--- src/rtl/mem_arbiter.sv ---
// -----------------------------------------------------------------------------
// mem_arbiter
// Shares one synchronous-read RAM between an instruction-fetch port (read only)
// and a data port (load/store). One access is in flight at a time; ties are
// resolved round-robin.
//
// Ports
//   CLOCK_50                 sole clock, rising edge
//   KEY0                     synchronous active-low reset
//   if_req/if_addr           fetch request and word address
//   if_gnt/if_rvalid         one-cycle accept / read-data-valid pulses
//   if_rdata                 fetch read data, holds between rvalid pulses
//   d_req/d_we/d_addr/d_wdata  data-port request (d_we=1 store, 0 load)
//   d_gnt/d_rvalid/d_rdata   data-port accept / load-valid / load data
//   mem_addr/mem_we/mem_wdata  registered RAM command
//   mem_rdata                RAM read data, valid the cycle after mem_addr
//   err_oob                  pulses with gnt when the granted address >= DEPTH
//
// state  | meaning
// IDLE   | pick a winner from pending requests, register the RAM command
// ACCESS | gnt pulse; stores strobe mem_we this cycle and finish here
// RESP   | mem_rdata valid; rvalid pulse, read data captured for holding
// -----------------------------------------------------------------------------
module mem_arbiter #(
    parameter int DEPTH = 3000,
    parameter int AW    = 12
) (
    input  logic          CLOCK_50,
    input  logic          KEY0,
    input  logic          if_req,
    input  logic [AW-1:0] if_addr,
    output logic          if_gnt,
    output logic          if_rvalid,
    output logic [31:0]   if_rdata,
    input  logic          d_req,
    input  logic          d_we,
    input  logic [AW-1:0] d_addr,
    input  logic [31:0]   d_wdata,
    output logic          d_gnt,
    output logic          d_rvalid,
    output logic [31:0]   d_rdata,
    output logic [AW-1:0] mem_addr,
    output logic          mem_we,
    output logic [31:0]   mem_wdata,
    input  logic [31:0]   mem_rdata,
    output logic          err_oob
);

    typedef enum logic [1:0] {
        IDLE   = 2'd0,
        ACCESS = 2'd1,
        RESP   = 2'd2
    } state_t;

    state_t        state_q;
    logic          last_d_q;     // 1 = data port was granted most recently
    logic          win_d_q;      // owner of the access in flight
    logic          wr_q;
    logic          oob_q;
    logic          if_gnt_q;
    logic          d_gnt_q;
    logic          if_rvalid_q;
    logic          d_rvalid_q;
    logic          err_q;
    logic [AW-1:0] mem_addr_q;
    logic          mem_we_q;
    logic [31:0]   mem_wdata_q;
    logic [31:0]   if_rdata_q;
    logic [31:0]   d_rdata_q;

    logic          sel_data;
    logic [AW-1:0] sel_addr;
    logic          sel_oob;
    logic [31:0]   resp_data;

    // Data wins when it is the only requester, or on a tie when fetch was
    // granted last.
    always_comb begin
        sel_data  = d_req && (!if_req || !last_d_q);
        sel_addr  = sel_data ? d_addr : if_addr;
        sel_oob   = (32'(sel_addr) >= 32'(DEPTH));
        resp_data = oob_q ? 32'd0 : mem_rdata;
    end

    always_ff @(posedge CLOCK_50) begin
        if (!KEY0) begin
            state_q     <= IDLE;
            last_d_q    <= 1'b1;
            win_d_q     <= 1'b0;
            wr_q        <= 1'b0;
            oob_q       <= 1'b0;
            if_gnt_q    <= 1'b0;
            d_gnt_q     <= 1'b0;
            if_rvalid_q <= 1'b0;
            d_rvalid_q  <= 1'b0;
            err_q       <= 1'b0;
            mem_addr_q  <= '0;
            mem_we_q    <= 1'b0;
            mem_wdata_q <= '0;
            if_rdata_q  <= '0;
            d_rdata_q   <= '0;
        end else begin
            if_gnt_q    <= 1'b0;
            d_gnt_q     <= 1'b0;
            if_rvalid_q <= 1'b0;
            d_rvalid_q  <= 1'b0;
            err_q       <= 1'b0;
            mem_we_q    <= 1'b0;
            case (state_q)
                IDLE: begin
                    if (if_req || d_req) begin
                        state_q     <= ACCESS;
                        win_d_q     <= sel_data;
                        last_d_q    <= sel_data;
                        wr_q        <= sel_data && d_we;
                        oob_q       <= sel_oob;
                        if_gnt_q    <= !sel_data;
                        d_gnt_q     <= sel_data;
                        err_q       <= sel_oob;
                        mem_addr_q  <= sel_addr;
                        mem_we_q    <= sel_data && d_we && !sel_oob;
                        mem_wdata_q <= sel_data ? d_wdata : 32'd0;
                    end
                end
                ACCESS: begin
                    if (wr_q) begin
                        state_q <= IDLE;
                    end else begin
                        state_q     <= RESP;
                        if_rvalid_q <= !win_d_q;
                        d_rvalid_q  <= win_d_q;
                    end
                end
                RESP: begin
                    state_q <= IDLE;
                    if (win_d_q) d_rdata_q  <= resp_data;
                    else         if_rdata_q <= resp_data;
                end
                default: state_q <= IDLE;
            endcase
        end
    end

    assign if_gnt    = if_gnt_q;
    assign d_gnt     = d_gnt_q;
    assign if_rvalid = if_rvalid_q;
    assign d_rvalid  = d_rvalid_q;
    assign err_oob   = err_q;
    assign mem_addr  = mem_addr_q;
    assign mem_we    = mem_we_q;
    assign mem_wdata = mem_wdata_q;

    // RAM data only arrives during RESP, so the rvalid cycle passes it straight
    // through; the registered copy holds it afterwards.
    assign if_rdata = if_rvalid_q ? resp_data : if_rdata_q;
    assign d_rdata  = d_rvalid_q  ? resp_data : d_rdata_q;

endmodule

--- config.mk ---
export PLATFORM = sky130hd
export DESIGN_NAME = mem_arbiter
export DESIGN_NICKNAME = d
export VERILOG_FILES = /design/src/rtl/mem_arbiter.sv
export SDC_FILE = /design/constraint.sdc
export NUM_CORES = 1
export LEC_CHECK = 0
export BUFFER_PORTS_ARGS = -buffer_cell sky130_fd_sc_hd__buf_2
export CORE_UTILIZATION = 38
export DETAILED_ROUTE_END_ITERATION = 7
export PLACE_DENSITY = 0.68
export SLEW_MARGIN = 10
export SYNTH_ARGS = -nofsm -noshare
export SYNTH_HDL_FRONTEND = slang
export SYNTH_SLANG_ARGS = --single-unit
--- constraint.sdc ---
create_clock -name CLOCK_50 -period 1.5 [get_ports CLOCK_50]
set_clock_uncertainty 0.1 [all_clocks]
set_input_delay 0.3 -clock CLOCK_50 [delete_from_list [all_inputs] [get_ports CLOCK_50]]
set_output_delay 0.3 -clock CLOCK_50 [all_outputs]
set_load 0.02 [all_outputs]
==> impl_metrics.json <==
{
  "yosysUniqueCellTypes": 35,
  "cts_buffers": 17,
  "violations": "negative setup slack",
  "cp.depth": 4,
  "relSlewSlack": 0.734,
  "drtIter0Drc": 276,
  "hold_path_class": "input pin to flip-flop",
  "setup_tns_ns": -24.62,
  "ir_worst_vdd_mv": 0.873,
  "cp_data_arrival_time_ns": 1.52,
  "fp-row-count": 42,
  "io_pins": 207,
  "fillers": 1059,
  "yosysWarnings": 0,
  "r2r_cells": 5,
  "rsz0062_at_grt": "yes",
  "cts_root_buf": "clkbuf_16",
  "synthCells": 546,
  "hold_violations": 0,
  "cap_violations": 0,
  "nets": 916,
  "cts_tree": "built",
  "slowest_delay_ns": 0.39,
  "outcome": "complete, but fails checks",
  "hold_depth": 2,
  "place_congestion": 0.879,
  "core-area_sq_mm": 0.0132,
  "fmax_mhz": 520,
  "die-area_sq_mm": 0.0141,
  "die_w_um": 119,
  "drt_wl_total_mm": 16.5,
  "clock_path_buffers": 2,
  "power_density_mw_per_mm2": 1150,
  "power.total_mw": 9.38,
  "area_growth_pct": 57.3,
  "initial_core_util": 0.391,
  "synth-seq-area-share": 0.464,
  "worstSetupPathType": "flip-flop to output port",
  "crit_path_end_kind": "output port",
  "synth_area_leaders": "dfxtp_1 46%, mux2_2 14%, nand2_1 10%",
  "maxSlewViolCount": 0,
  "antenna_cells": 0,
  "drive_gt1_frac": 0.480,
  "grt_max_degree": 43,
  "cts.sinks": 120,
  "clk_latency_ns": 0.41,
  "hpwl_mm": 10.1,
  "finalSetupViolCount": 67,
  "viasPerCell": 4.97,
  "synth-seq-cells": 120,
  "synth_top_area_frac": 0.464,
  "path_delay_family": "flip-flops",
  "wl_per_cell_um": 16.3,
  "final_util": 0.615,
  "p_leak_nw": 3.77,
  "cp.buffers_inverters": 2,
  "cp_cell_sequence": "buf_12 > nor2b_1 > mux2_2 > buf_4",
  "portBuffers": 206,
  "fp.dieH_um": 119,
  "groute.usage.overall": 0.231,
  "layout_setup_ws_ns": -0.423,
  "avgSynthCellArea_sq_um": 9.48,
  "drt.antenna.violating_nets": 0,
  "synth_top_area_cell": "dfxtp_1",
  "antenna_found_initial": 0,
  "worst_slew_pin_slew_ns": 0.398,
  "via_count": 5031,
  "critPathMaxFanout": 14,
  "holdWs_ns": 0.0432,
  "cp_data_required_time_ns": 1.10,
  "start_kind": "flip-flop",
  "h-tree-depth": 4,
  "drc": 0,
  "finalCriticalPeriod_ns": 1.92,
  "slowest_stage": "dfxtp_4",
  "synth_area_sq_mm": 0.00518,
  "grt_pass1_wl_mm": 25.4,
  "finalCritPeriodShare": 1.28,
  "dr.pass1.iters": 5,
  "syn_nets": 639,
  "clkTransAtPathRegs_ns": 0.06,
  "grt-ovfl-total": 0,
  "grt_pass1_vias": 5160
}
state kept, by name, summed over array words and instances, names as in the netlist:
signal	count
err_oob	1
mem_we	1
last_d_q	1
d_rdata_q	32
wr_q	1
mem_addr	12
d_rvalid	1
if_rdata_q	32
d_gnt	1
if_rvalid	1
mem_wdata	32
state_q	2
oob_q	1
if_gnt	1
win_d_q	1
where the power goes:
group,switching (mW),internal (mW),total (mW),leakage [nW]
Clock,1.53,2.95,4.48,0.301
Combinational,0.754,0.729,1.48,2.50
Sequential,0.0887,3.33,3.41,0.978
Total,2.37,7.00,9.38,3.77
cells in the mapped netlist, drive strengths merged:
library cell  number
nand2            139
dfxtp            120
a21boi            65
mux2              64
a22o              33
nor2b             33
clkbuf            22
buf               21
mux2i              9
o21ai              9
inv                5
a222oi             3
a31oi              2
nand2b             2
nand4              2
nor3               2
nor3b              2
a21bo              1
a21o               1
a21oi              1
and2               1
and3b              1
nand3b             1
nor2               1
o211a              1
o21a               1
o21bai             1
o221a              1
or2                1
or3b               1
timing repair:
| item | in CTS | in global routing |
|---|---|---|
| pin swaps | 1 | 8 |
| resized for setup | 35 | 47 |
| gates cloned | 1 | 0 |
| hold buffers | 38 | 0 |
| hold endpoints to repair | 35 | 0 |
| setup buffers | 2 | 4 |
| endpoints found under the setup margin | 69 | 88 |
layout by cell type (no fill, tap or decap), types with 2 or more instances in the layout:
master and count:
buf_2 188, nand2_1 139, dfxtp_1 115, mux2_2 62, a21boi_1 60, buf_4 47, dlygate4sd3_1 38, a22o_1 33
nor2b_2 23, clkbuf_16 17, buf_12 13, buf_6 12, o21ai_1 9, mux2i_1 7, nor2b_1 6, bufinv_16 5
clkinvlp_4 5, nor2b_4 4, a21boi_0 4, inv_1 4, clkinv_4 4, a222oi_1 3, dfxtp_4 3, mux2_4 2
mux2i_2 2, a31oi_1 2, nand4_1 2, buf_8 2, dfxtp_2 2
metrics by stage:
step                      instances  worst slack, ns  cell area, sq um
after floorplan                 546          0.00867              5200
after global placement          935          -0.0270              6790
after detailed placement        935          -0.0529              6790
after CTS                      1008           -0.441              7960
after global routing           1012           -0.489              8140
final                          1012           -0.423              8140
worst paths after layout:
kind | start | endpoint | slack, ns
worst max register to register | state_q[0]$_SDFFE_PN0P_ | mem_addr[1]$_SDFFE_PN0P_ | -0.07
worst min register to register | if_rdata_q[23]$_SDFFE_PN0P_ | if_rdata_q[23]$_SDFFE_PN0P_ | 0.35
worst min-delay path | d_wdata[31] | mem_wdata[31]$_SDFFE_PN0P_ | 0.04
worst max-delay path | oob_q$_SDFFE_PN0P_ | d_rdata[26] | -0.42
area by class of cell:
class	instances	area, sq um	share of cell area
clock buffers	17	425	0.0522
flip-flops and latches	120	2420	0.297
inverters	5	18.8	0.00230
clock inverters	15	228	0.0280
repair buffers	301	2130	0.261
multi-input cells	378	2710	0.333
well taps	176	220	0.0270
metal layers:
layer	GRT usage	routed length (um)
met4	0.0831	276
met2	0.397	8160
met3	0.0777	1020
met5	0	0
met1	0.267	7070
cell families after synthesis:
kind of cell | after synthesis | share of synthesized area
flops | 120 | 0.464
simple gates | 186 | 0.160
buf+inv | 48 | 0.0408
mux | 73 | 0.157
compound gates | 119 | 0.178
No activity file was read; power rests on OpenSTA's default activity.
